`config.mk`:
```
export PLATFORM = sky130hd
export DESIGN_NAME = pong_ball_ctrl
export DESIGN_NICKNAME = d
export VERILOG_FILES = /design/src/rtl/pong_ball_ctrl.sv
export SDC_FILE = /design/constraint.sdc
export NUM_CORES = 1
export LEC_CHECK = 0
export ABC_AREA = 1
export BUFFER_PORTS_ARGS = -buffer_cell sky130_fd_sc_hd__buf_2
export CAP_MARGIN = 20
export CORE_MARGIN = 1.5
export CORE_UTILIZATION = 50
export CTS_BUF_LIST = sky130_fd_sc_hd__clkbuf_4
export DETAILED_ROUTE_END_ITERATION = 10
export PLACE_DENSITY_LB_ADDON = 0.12
export SETUP_SLACK_MARGIN = 0.02
export SYNTH_ARGS = -nofsm -noshare
export SYNTH_HDL_FRONTEND = slang
export SYNTH_SLANG_ARGS = --single-unit
```
`constraint.sdc`:
```
create_clock -name clk_25 -period 2.5 [get_ports clk_25]
set_input_delay 0.5 -clock clk_25 [delete_from_list [all_inputs] [get_ports clk_25]]
set_output_delay 0.5 -clock clk_25 [all_outputs]
set_load 0.01 [all_outputs]
```
`src/rtl/pong_ball_ctrl.sv`:
```
// pong_ball_ctrl: once-per-frame game engine for ball, paddle, serve/miss and score.
// All state updates on the cycle after frame_tick; every output is a register.
module pong_ball_ctrl #(
    parameter int H_RES        = 640,
    parameter int V_RES        = 480,
    parameter int BALL_SIZE    = 8,
    parameter int PADDLE_H     = 64,
    parameter int PADDLE_X     = 616,
    parameter int BALL_SPEED   = 2,
    parameter int PADDLE_SPEED = 4,
    parameter int SERVE_FRAMES = 60,
    parameter int MISS_FRAMES  = 30
) (
    input  logic       clk_25,
    input  logic       rst,
    input  logic [9:0] x_count,
    input  logic [9:0] y_count,
    input  logic       btn_up,
    input  logic       btn_dn,
    output logic [9:0] ball_x,
    output logic [9:0] ball_y,
    output logic [9:0] paddle_y,
    output logic       ball_visible,
    output logic       miss,
    output logic [3:0] score,
    output logic       frame_tick
);

    typedef enum logic [1:0] {
        S_SERVE = 2'd0,
        S_PLAY  = 2'd1,
        S_MISS  = 2'd2
    } state_t;

    localparam logic [9:0]  BALL_X0      = 10'((H_RES - BALL_SIZE) / 2);
    localparam logic [9:0]  BALL_Y0      = 10'((V_RES - BALL_SIZE) / 2);
    localparam logic [9:0]  PADDLE_Y0    = 10'((V_RES - PADDLE_H) / 2);
    localparam logic [9:0]  TICK_LINE    = 10'(V_RES);
    localparam logic [10:0] BALL_Y_MAX   = 11'(V_RES - BALL_SIZE);
    localparam logic [10:0] PADDLE_Y_MAX = 11'(V_RES - PADDLE_H);
    localparam logic [10:0] HIT_X        = 11'(PADDLE_X - BALL_SIZE);
    localparam logic [10:0] BSPD         = 11'(BALL_SPEED);
    localparam logic [10:0] PSPD         = 11'(PADDLE_SPEED);
    localparam logic [10:0] BSIZE        = 11'(BALL_SIZE);
    localparam logic [10:0] PHGT         = 11'(PADDLE_H);
    localparam logic [7:0]  SERVE_LAST   = 8'(SERVE_FRAMES - 1);
    localparam logic [7:0]  MISS_LAST    = 8'(MISS_FRAMES - 1);

    state_t     r_state;
    logic [7:0] r_cnt;
    logic [9:0] r_ball_x;
    logic [9:0] r_ball_y;
    logic [9:0] r_paddle_y;
    logic       r_dx_right;
    logic       r_dy_down;
    logic       r_serve_dy_down;
    logic       r_visible;
    logic       r_miss;
    logic [3:0] r_score;
    logic       r_frame_tick;
    logic       r_up_s1;
    logic       r_up_s2;
    logic       r_dn_s1;
    logic       r_dn_s2;

    logic [10:0] w_bx11;
    logic [10:0] w_by11;
    logic [10:0] w_py11;
    logic [10:0] w_nx;
    logic        w_overlap;
    logic [9:0]  w_py_next;
    logic [9:0]  w_by_next;
    logic        w_dy_next;
    logic [9:0]  w_bx_next;
    logic        w_dx_next;
    logic        w_hit;
    logic        w_missed;

    assign w_bx11    = {1'b0, r_ball_x};
    assign w_by11    = {1'b0, r_ball_y};
    assign w_py11    = {1'b0, r_paddle_y};
    assign w_nx      = w_bx11 + BSPD;
    assign w_overlap = (w_by11 + BSIZE > w_py11) && (w_by11 < w_py11 + PHGT);

    always_comb begin
        w_py_next = r_paddle_y;
        if (r_up_s2 && !r_dn_s2) begin
            if (w_py11 <= PSPD) begin
                w_py_next = 10'd0;
            end else begin
                w_py_next = r_paddle_y - PSPD[9:0];
            end
        end else if (r_dn_s2 && !r_up_s2) begin
            if (w_py11 + PSPD >= PADDLE_Y_MAX) begin
                w_py_next = PADDLE_Y_MAX[9:0];
            end else begin
                w_py_next = r_paddle_y + PSPD[9:0];
            end
        end
    end

    always_comb begin
        w_by_next = r_ball_y;
        w_dy_next = r_dy_down;
        if (r_dy_down) begin
            if (w_by11 + BSPD >= BALL_Y_MAX) begin
                w_by_next = BALL_Y_MAX[9:0];
                w_dy_next = 1'b0;
            end else begin
                w_by_next = r_ball_y + BSPD[9:0];
            end
        end else begin
            if (w_by11 <= BSPD) begin
                w_by_next = 10'd0;
                w_dy_next = 1'b1;
            end else begin
                w_by_next = r_ball_y - BSPD[9:0];
            end
        end
    end

    // Paddle overlap is judged on pre-update ball and paddle positions.
    always_comb begin
        w_bx_next = r_ball_x;
        w_dx_next = r_dx_right;
        w_hit     = 1'b0;
        w_missed  = 1'b0;
        if (!r_dx_right) begin
            if (w_bx11 <= BSPD) begin
                w_bx_next = 10'd0;
                w_dx_next = 1'b1;
            end else begin
                w_bx_next = r_ball_x - BSPD[9:0];
            end
        end else if (w_nx >= HIT_X) begin
            if (w_overlap) begin
                w_bx_next = HIT_X[9:0];
                w_dx_next = 1'b0;
                w_hit     = 1'b1;
            end else begin
                w_missed  = 1'b1;
            end
        end else begin
            w_bx_next = w_nx[9:0];
        end
    end

    always_ff @(posedge clk_25 or negedge rst) begin
        if (!rst) begin
            r_state         <= S_SERVE;
            r_cnt           <= 8'd0;
            r_ball_x        <= BALL_X0;
            r_ball_y        <= BALL_Y0;
            r_paddle_y      <= PADDLE_Y0;
            r_dx_right      <= 1'b1;
            r_dy_down       <= 1'b1;
            r_serve_dy_down <= 1'b1;
            r_visible       <= 1'b1;
            r_miss          <= 1'b0;
            r_score         <= 4'd0;
            r_frame_tick    <= 1'b0;
            r_up_s1         <= 1'b0;
            r_up_s2         <= 1'b0;
            r_dn_s1         <= 1'b0;
            r_dn_s2         <= 1'b0;
        end else begin
            r_up_s1      <= btn_up;
            r_up_s2      <= r_up_s1;
            r_dn_s1      <= btn_dn;
            r_dn_s2      <= r_dn_s1;
            r_frame_tick <= (x_count == 10'd0) && (y_count == TICK_LINE);

            if (r_frame_tick) begin
                r_paddle_y <= w_py_next;
                case (r_state)
                    S_SERVE: begin
                        r_ball_x  <= BALL_X0;
                        r_ball_y  <= BALL_Y0;
                        r_visible <= 1'b1;
                        if (r_cnt == SERVE_LAST) begin
                            r_state    <= S_PLAY;
                            r_cnt      <= 8'd0;
                            r_dx_right <= 1'b1;
                            r_dy_down  <= r_serve_dy_down;
                        end else begin
                            r_cnt <= r_cnt + 8'd1;
                        end
                    end
                    S_PLAY: begin
                        r_cnt     <= 8'd0;
                        r_ball_y  <= w_by_next;
                        r_dy_down <= w_dy_next;
                        if (w_missed) begin
                            r_state   <= S_MISS;
                            r_visible <= 1'b0;
                            r_miss    <= 1'b1;
                        end else begin
                            r_ball_x   <= w_bx_next;
                            r_dx_right <= w_dx_next;
                            if (w_hit && (r_score != 4'hF)) begin
                                r_score <= r_score + 4'd1;
                            end
                        end
                    end
                    S_MISS: begin
                        if (r_cnt == MISS_LAST) begin
                            r_state         <= S_SERVE;
                            r_cnt           <= 8'd0;
                            r_ball_x        <= BALL_X0;
                            r_ball_y        <= BALL_Y0;
                            r_visible       <= 1'b1;
                            r_miss          <= 1'b0;
                            r_score         <= 4'd0;
                            // Each new serve flips the vertical launch direction.
                            r_serve_dy_down <= ~r_serve_dy_down;
                            r_dy_down       <= ~r_serve_dy_down;
                        end else begin
                            r_cnt <= r_cnt + 8'd1;
                        end
                    end
                    default: begin
                        r_state <= S_SERVE;
                        r_cnt   <= 8'd0;
                    end
                endcase
            end
        end
    end

    assign ball_x       = r_ball_x;
    assign ball_y       = r_ball_y;
    assign paddle_y     = r_paddle_y;
    assign ball_visible = r_visible;
    assign miss         = r_miss;
    assign score        = r_score;
    assign frame_tick   = r_frame_tick;

endmodule

```
# Word level (Yosys, flattened, before mapping)

Cells that the tools add are included.

Output and inout port bits: 37
Bits in registers: 54
Word-level logic and storage cells: 123
Input port bits: 24

Add/sub/neg operators: 12
Bitwise logic cells: 1
Multiplexer cells: 51
Reduce and logical (&&, ||, !) cells: 23
Eq/ne operators: 12
Magnitude comparators: 8

Operators by type and width:

| cell                  | number |
|---|---|
| $mux 10               | 14 |
| $pmux 10 s3           | 2 |
| $add 10x2->11 const B | 2 |
| $ge 11x9->1 const B   | 2 |
| $le 10x2->1 const B   | 2 |
| $mux 1                | 20 |
| $reduce_and 4->1      | 5 |
| $sub 10x2->10 const B | 2 |
| $mux 8                | 2 |
| $pmux 8 s2            | 1 |
| $mux 4                | 3 |
| $add 10x3->11 const B | 1 |
| $add 10x4->11 const B | 1 |
| $add 10x7->11 const B | 1 |
| $ge 11x10->1 const B  | 1 |
| $gt 11x10->1          | 1 |
| $lt 10x11->1          | 1 |
| $add 10x2->10 const B | 1 |
| $add 10x3->10 const B | 1 |
| $eq 10x9->1 const B   | 1 |
| $le 10x3->1 const B   | 1 |
| $logic_not 10->1      | 1 |
| $ne 2x2->1 const B    | 5 |
| $reduce_and 5->1      | 2 |
| 21 further kinds      | 34 |

# Depth between registers and ports, before layout

Depth after elaboration: 10
Depth in mapped cells: 19

# Worst setup path before layout

No wires, ideal clock.

Path kind: register -> register
From: reg r_ball_y[3] (netlist: ball_y[3])
To: reg r_ball_x[1] (netlist: ball_x[1])
Required time: 2.380 ns
Slack: -0.043 ns
Stages on the path, launching flop included: 18
Period minus slack after synthesis: 2.543 ns
Arrival time: 2.422 ns
Path buffers: 1
Cells stage by stage: dfstp_2 -> ha_1 -> nand2_1 -> nor2_1 -> a31oi_1 -> a31oi_1 -> ha_1 -> nand3_1 -> nor2_1 -> nand3_1 -> nand2_1 -> inv_1 -> nand3_2 -> nand2_2 -> nor2_8 -> nor2_4 -> buf_6 -> o21ai_2

Cells in the longest elaborated chain, start to end: 8
Elaborated cells between the ends (all ways): 10
Classes of those cells: add/sub: 1; order compare: 2; eq/ne: 2; mux: 3; reduce/logical: 2

Ends and longest elaborated chain:

| what                           | RTL line | text |
|---|---|---|
| start: declaration             | 52       | `logic [9:0] r_ball_y;` |
| start signal: assignment       | 191      | `r_ball_y <= w_by_next;` |
| $add 10x4->11                  | 83       | `assign w_overlap = (w_by11 + BSIZE > w_py11) && (w_by11 < w_py11 + PHGT);` |
| $gt 11x10->1                   | 83       |  |
| $logic_and 1x1->1 (*)          | 83       |  |
| $mux 1                         | 136      | `if (w_overlap) begin` |
| $mux 1                         | 135      | `end else if (w_nx >= HIT_X) begin` |
| $mux 1                         | 128      | `if (!r_dx_right) begin` |
| $ne 2x2->1 (no line)           | n/a      |  |
| $reduce_and 5->1 (no line) (*) | n/a      |  |
| end signal: assignment         | 198      | `r_ball_x <= w_bx_next;` |
| end: declaration               | 51       | `logic [9:0] r_ball_x;` |

Every way passes the cells marked *; elsewhere a longest branch is shown, timed or not.
A chain may end at the register's enable or synchronous reset.

# Worst setup path in the final report

Ends and elaborated chain as after synthesis.

==> results.ini <==
[clock_tree]
h-tree-depth = 2
clk_pin_slew_worst_paths_ns = 0.16
ctsRootBufferMaster = clkbuf_4
holdBufCountCts = 0
clk-insertion-delay-late_ns = 0.38
cts_buffer_depth = 2
tritoncts = built
cts.sinks = 50
cts_buffers = 5

[worst_hold_path]
hold_path.class = primary input to asynchronous set/reset pin

[die]
coreArea_sq_um = 8258
pin_count = 61
initial_utilization_pct = 51.91
core.rowCount = 33
die_x_microns = 95.59
die_height_microns = 95.59
dieArea_sq_um = 9137

[drt]
wirelength_microns = 10680
drt_iter0_markers = 188
wire_per_inst_microns = 13.30
vias_per_cell = 5.310
drc = 0
final_antenna_net_count = 0
vias = 4264
drtPass1Iterations = 4

[final_layout]
layout-drive-gt1-share_pct = 27.08
multi_input_area_sq_um = 2820
fin_area_sq_um = 5220
regArea_sq_um = 1274
final_nets = 757
final_cell_mix = nand2_1 (135), inv_1 (71), nor2_1 (59)
diodes = 0
n_fill_cell = 752
area_growth_pct = 21.77
final_common_cell = nand2_1

[global_routing]
first_global_vias = 4048
grt.met1_usage_pct = 29.89
antenna_found_initial = 0
grt_pass1_wl_microns = 17680
met3_usage_pct = 3.110
track_usage_pct = 24.18
grt.met2_usage_pct = 42.96
grt_max_degree = 31
grt-busiest-layer = met2
grt_remaining_overflow = 0

[status]
violations = negative setup slack
outcome = finished, violations left

[logic_synthesis]
yosysWarnings = 0
synth_cells = 603
syn-mean-instance-area_sq_um = 7.109
synth_ff_type = dfrtp_1
ys_async_sr_fraction_pct = 100.0
ys_seq_area_share_pct = 29.68
synth_edf_count = 0
ys_ff_latch = 50
netlist_area_sq_um = 4287
yosysUniqueCellTypes = 46

[power_and_ir_drop]
p_leak_uw = 0.002775
cellPowerDensity_nw_per_um2 = 259.1
power_uw = 1353
vdd_drop_max_mv = 0.1779

[setup_path]
crit_fanout = 16
critPathKind = flop to flop
cp-end-kind = flop
cp-start-kind = flop
worstPathRequired_ns = 2.78
arrival_ns = 2.85

[place]
detailed_place_hpwl_microns = 8021
gp_congestion = 0.9663
place_area_sq_um = 4871
numPortBuffers = 56

[timing]
rsz0062_at_grt = yes
drv_slew = 0
finalSetupViolations = 17
finClkSkew_ns = 0.01116
max_slew_margin_pct = 55.17
period_share_pct = 102.7
hold_violations = 0
worst_slack_ns = -0.06867
period_needed_ns = 2.569
worstMarginPinSlew_ns = 0.6724
max_freq_mhz = 389.3

[flow_run]
max_cap_viol_count = 0

==> metrics by stage <==
| stage | worst slack [ns] | cells | hold WS (ns) | TNS [ns] | utilization (%) |
|---|---|---|---|---|---|
| after global routing | -0.2944 | 803 | 0.1594 | -4.423 | 63.21 |
| final | -0.06867 | 803 | 0.1260 | -0.5110 | 63.21 |
| after global placement | -0.04043 | 784 | 0.3337 | -0.2344 | 58.98 |
| after floorplan | 0.02554 | 606 | 0.2044 | 0 | - |
| after CTS | -0.08298 | 800 | 0.1361 | -0.4498 | 62.09 |
| after detailed placement | -0.1545 | 784 | 0.3347 | -1.671 | 58.98 |
==> power breakdown <==
part / switching [uW] / leakage (uW) / internal (uW) / total [uW]
Sequential: 0.744 / 0.000626 / 814 / 815
Clock: 284 / 0.0000450 / 208 / 492
Combinational: 28.0 / 0.00210 / 18.0 / 46.0
Total: 313 / 0.00277 / 1040 / 1350
==> cell type report <==
type                       instances  area share [%]
multi-input combinational        464           54.03
sequential                        50           24.40
timing repair buffer              99           11.94
inverter                          77           5.633
tap                              105           2.517
clock inverter                     3          0.7670
clock buffer                       5          0.7191
==> synthesized netlist by cell type (2+ instances only) <==
master	count	share of area [%]
clkinv_1	2	0.18
xor2_1	30	6.1
o21ai_2	9	1.8
or2_2	2	0.29
o22ai_1	2	0.29
inv_2	4	0.35
a31oi_1	2	0.29
a22oi_1	9	1.6
nand2_2	7	1.0
nor2_2	4	0.58
nor2_4	2	0.53
o31ai_1	2	0.35
nand3_1	53	6.2
ha_1	36	11
nand2_1	146	13
o21ai_0	26	3.0
a21oi_1	17	2.0
o21a_1	3	0.53
o211ai_1	4	0.70
o21bai_1	2	0.35
buf_2	2	0.23
nor3b_1	2	0.35
o21ai_1	2	0.23
clkbuf_1	2	0.18
nand2_4	2	0.53
nor2_1	67	5.9
nor4_1	4	0.58
inv_1	71	6.2
buf_4	9	1.6
nor3_1	10	1.2
xnor2_1	2	0.41
dfstp_2	17	10
nand4_1	5	0.73
dfrtp_1	33	19
nand3_2	2	0.47
==> state kept, by name (all words and copies together) (netlist names), 2 cells and up <==
name      count
ball_x        9
score         4
r_state       2
r_cnt         8
paddle_y      8
ball_y        9
==> worst max-delay path: stages (launching register included) <==
cell,delay [ns]
dfstp_2,0.59
buf_6,0.11
buf_4,0.10
buf_4,0.10
nand2_1,0.06
xor2_1,0.15
ha_1,0.32
nand3_2,0.08
nor2_1,0.12
nand3_1,0.09
nand2_1,0.06
inv_1,0.06
nand3_4,0.10
nand2_4,0.08
nor2_8,0.12
nor2_4,0.05
buf_12,0.15
nand2_2,0.07
o21ai_2,0.05
==> layer usage <==
layer	up-vias	part of all wire, %
met3	16	4.2
li1	2131	-
met4	0	1.9
met5	-	0
met1	2003	44
met2	114	50
==> kinds of logic after synthesis <==
logic type / share of synthesized area (%)
buffers and inverters: 9.107
AOI/OAI and AO/OA: 11.73
DFF: 29.68
xor gates and xnor gates: 6.538
and+or+nand+nor: 32.11
adders and majority gates: 10.51
other: 0.08748
muxes: 0.2335
==> worst paths after layout <==
check	startpoint	cells after the start	slack, ns	end
setup / recovery	ball_y[3]	18	-0.07	ball_x[1]
hold / removal	rst	1	0.13	paddle_y[9]
setup reg to reg	ball_y[3]	18	-0.07	ball_x[1]
hold reg to reg	r_up_s1	0	0.36	r_up_s2
max in group asynchronous	rst	2	1.67	ball_visible
min in group clk_25	btn_up	1	0.22	r_up_s1
==> what timing repair did <==
item	in CTS	in global routing
setup endpoints to repair	18	25
pin swaps	16	15
buffers inserted	8	4
gates resized for setup	26	19
Power figures use the tool's default switching activity.
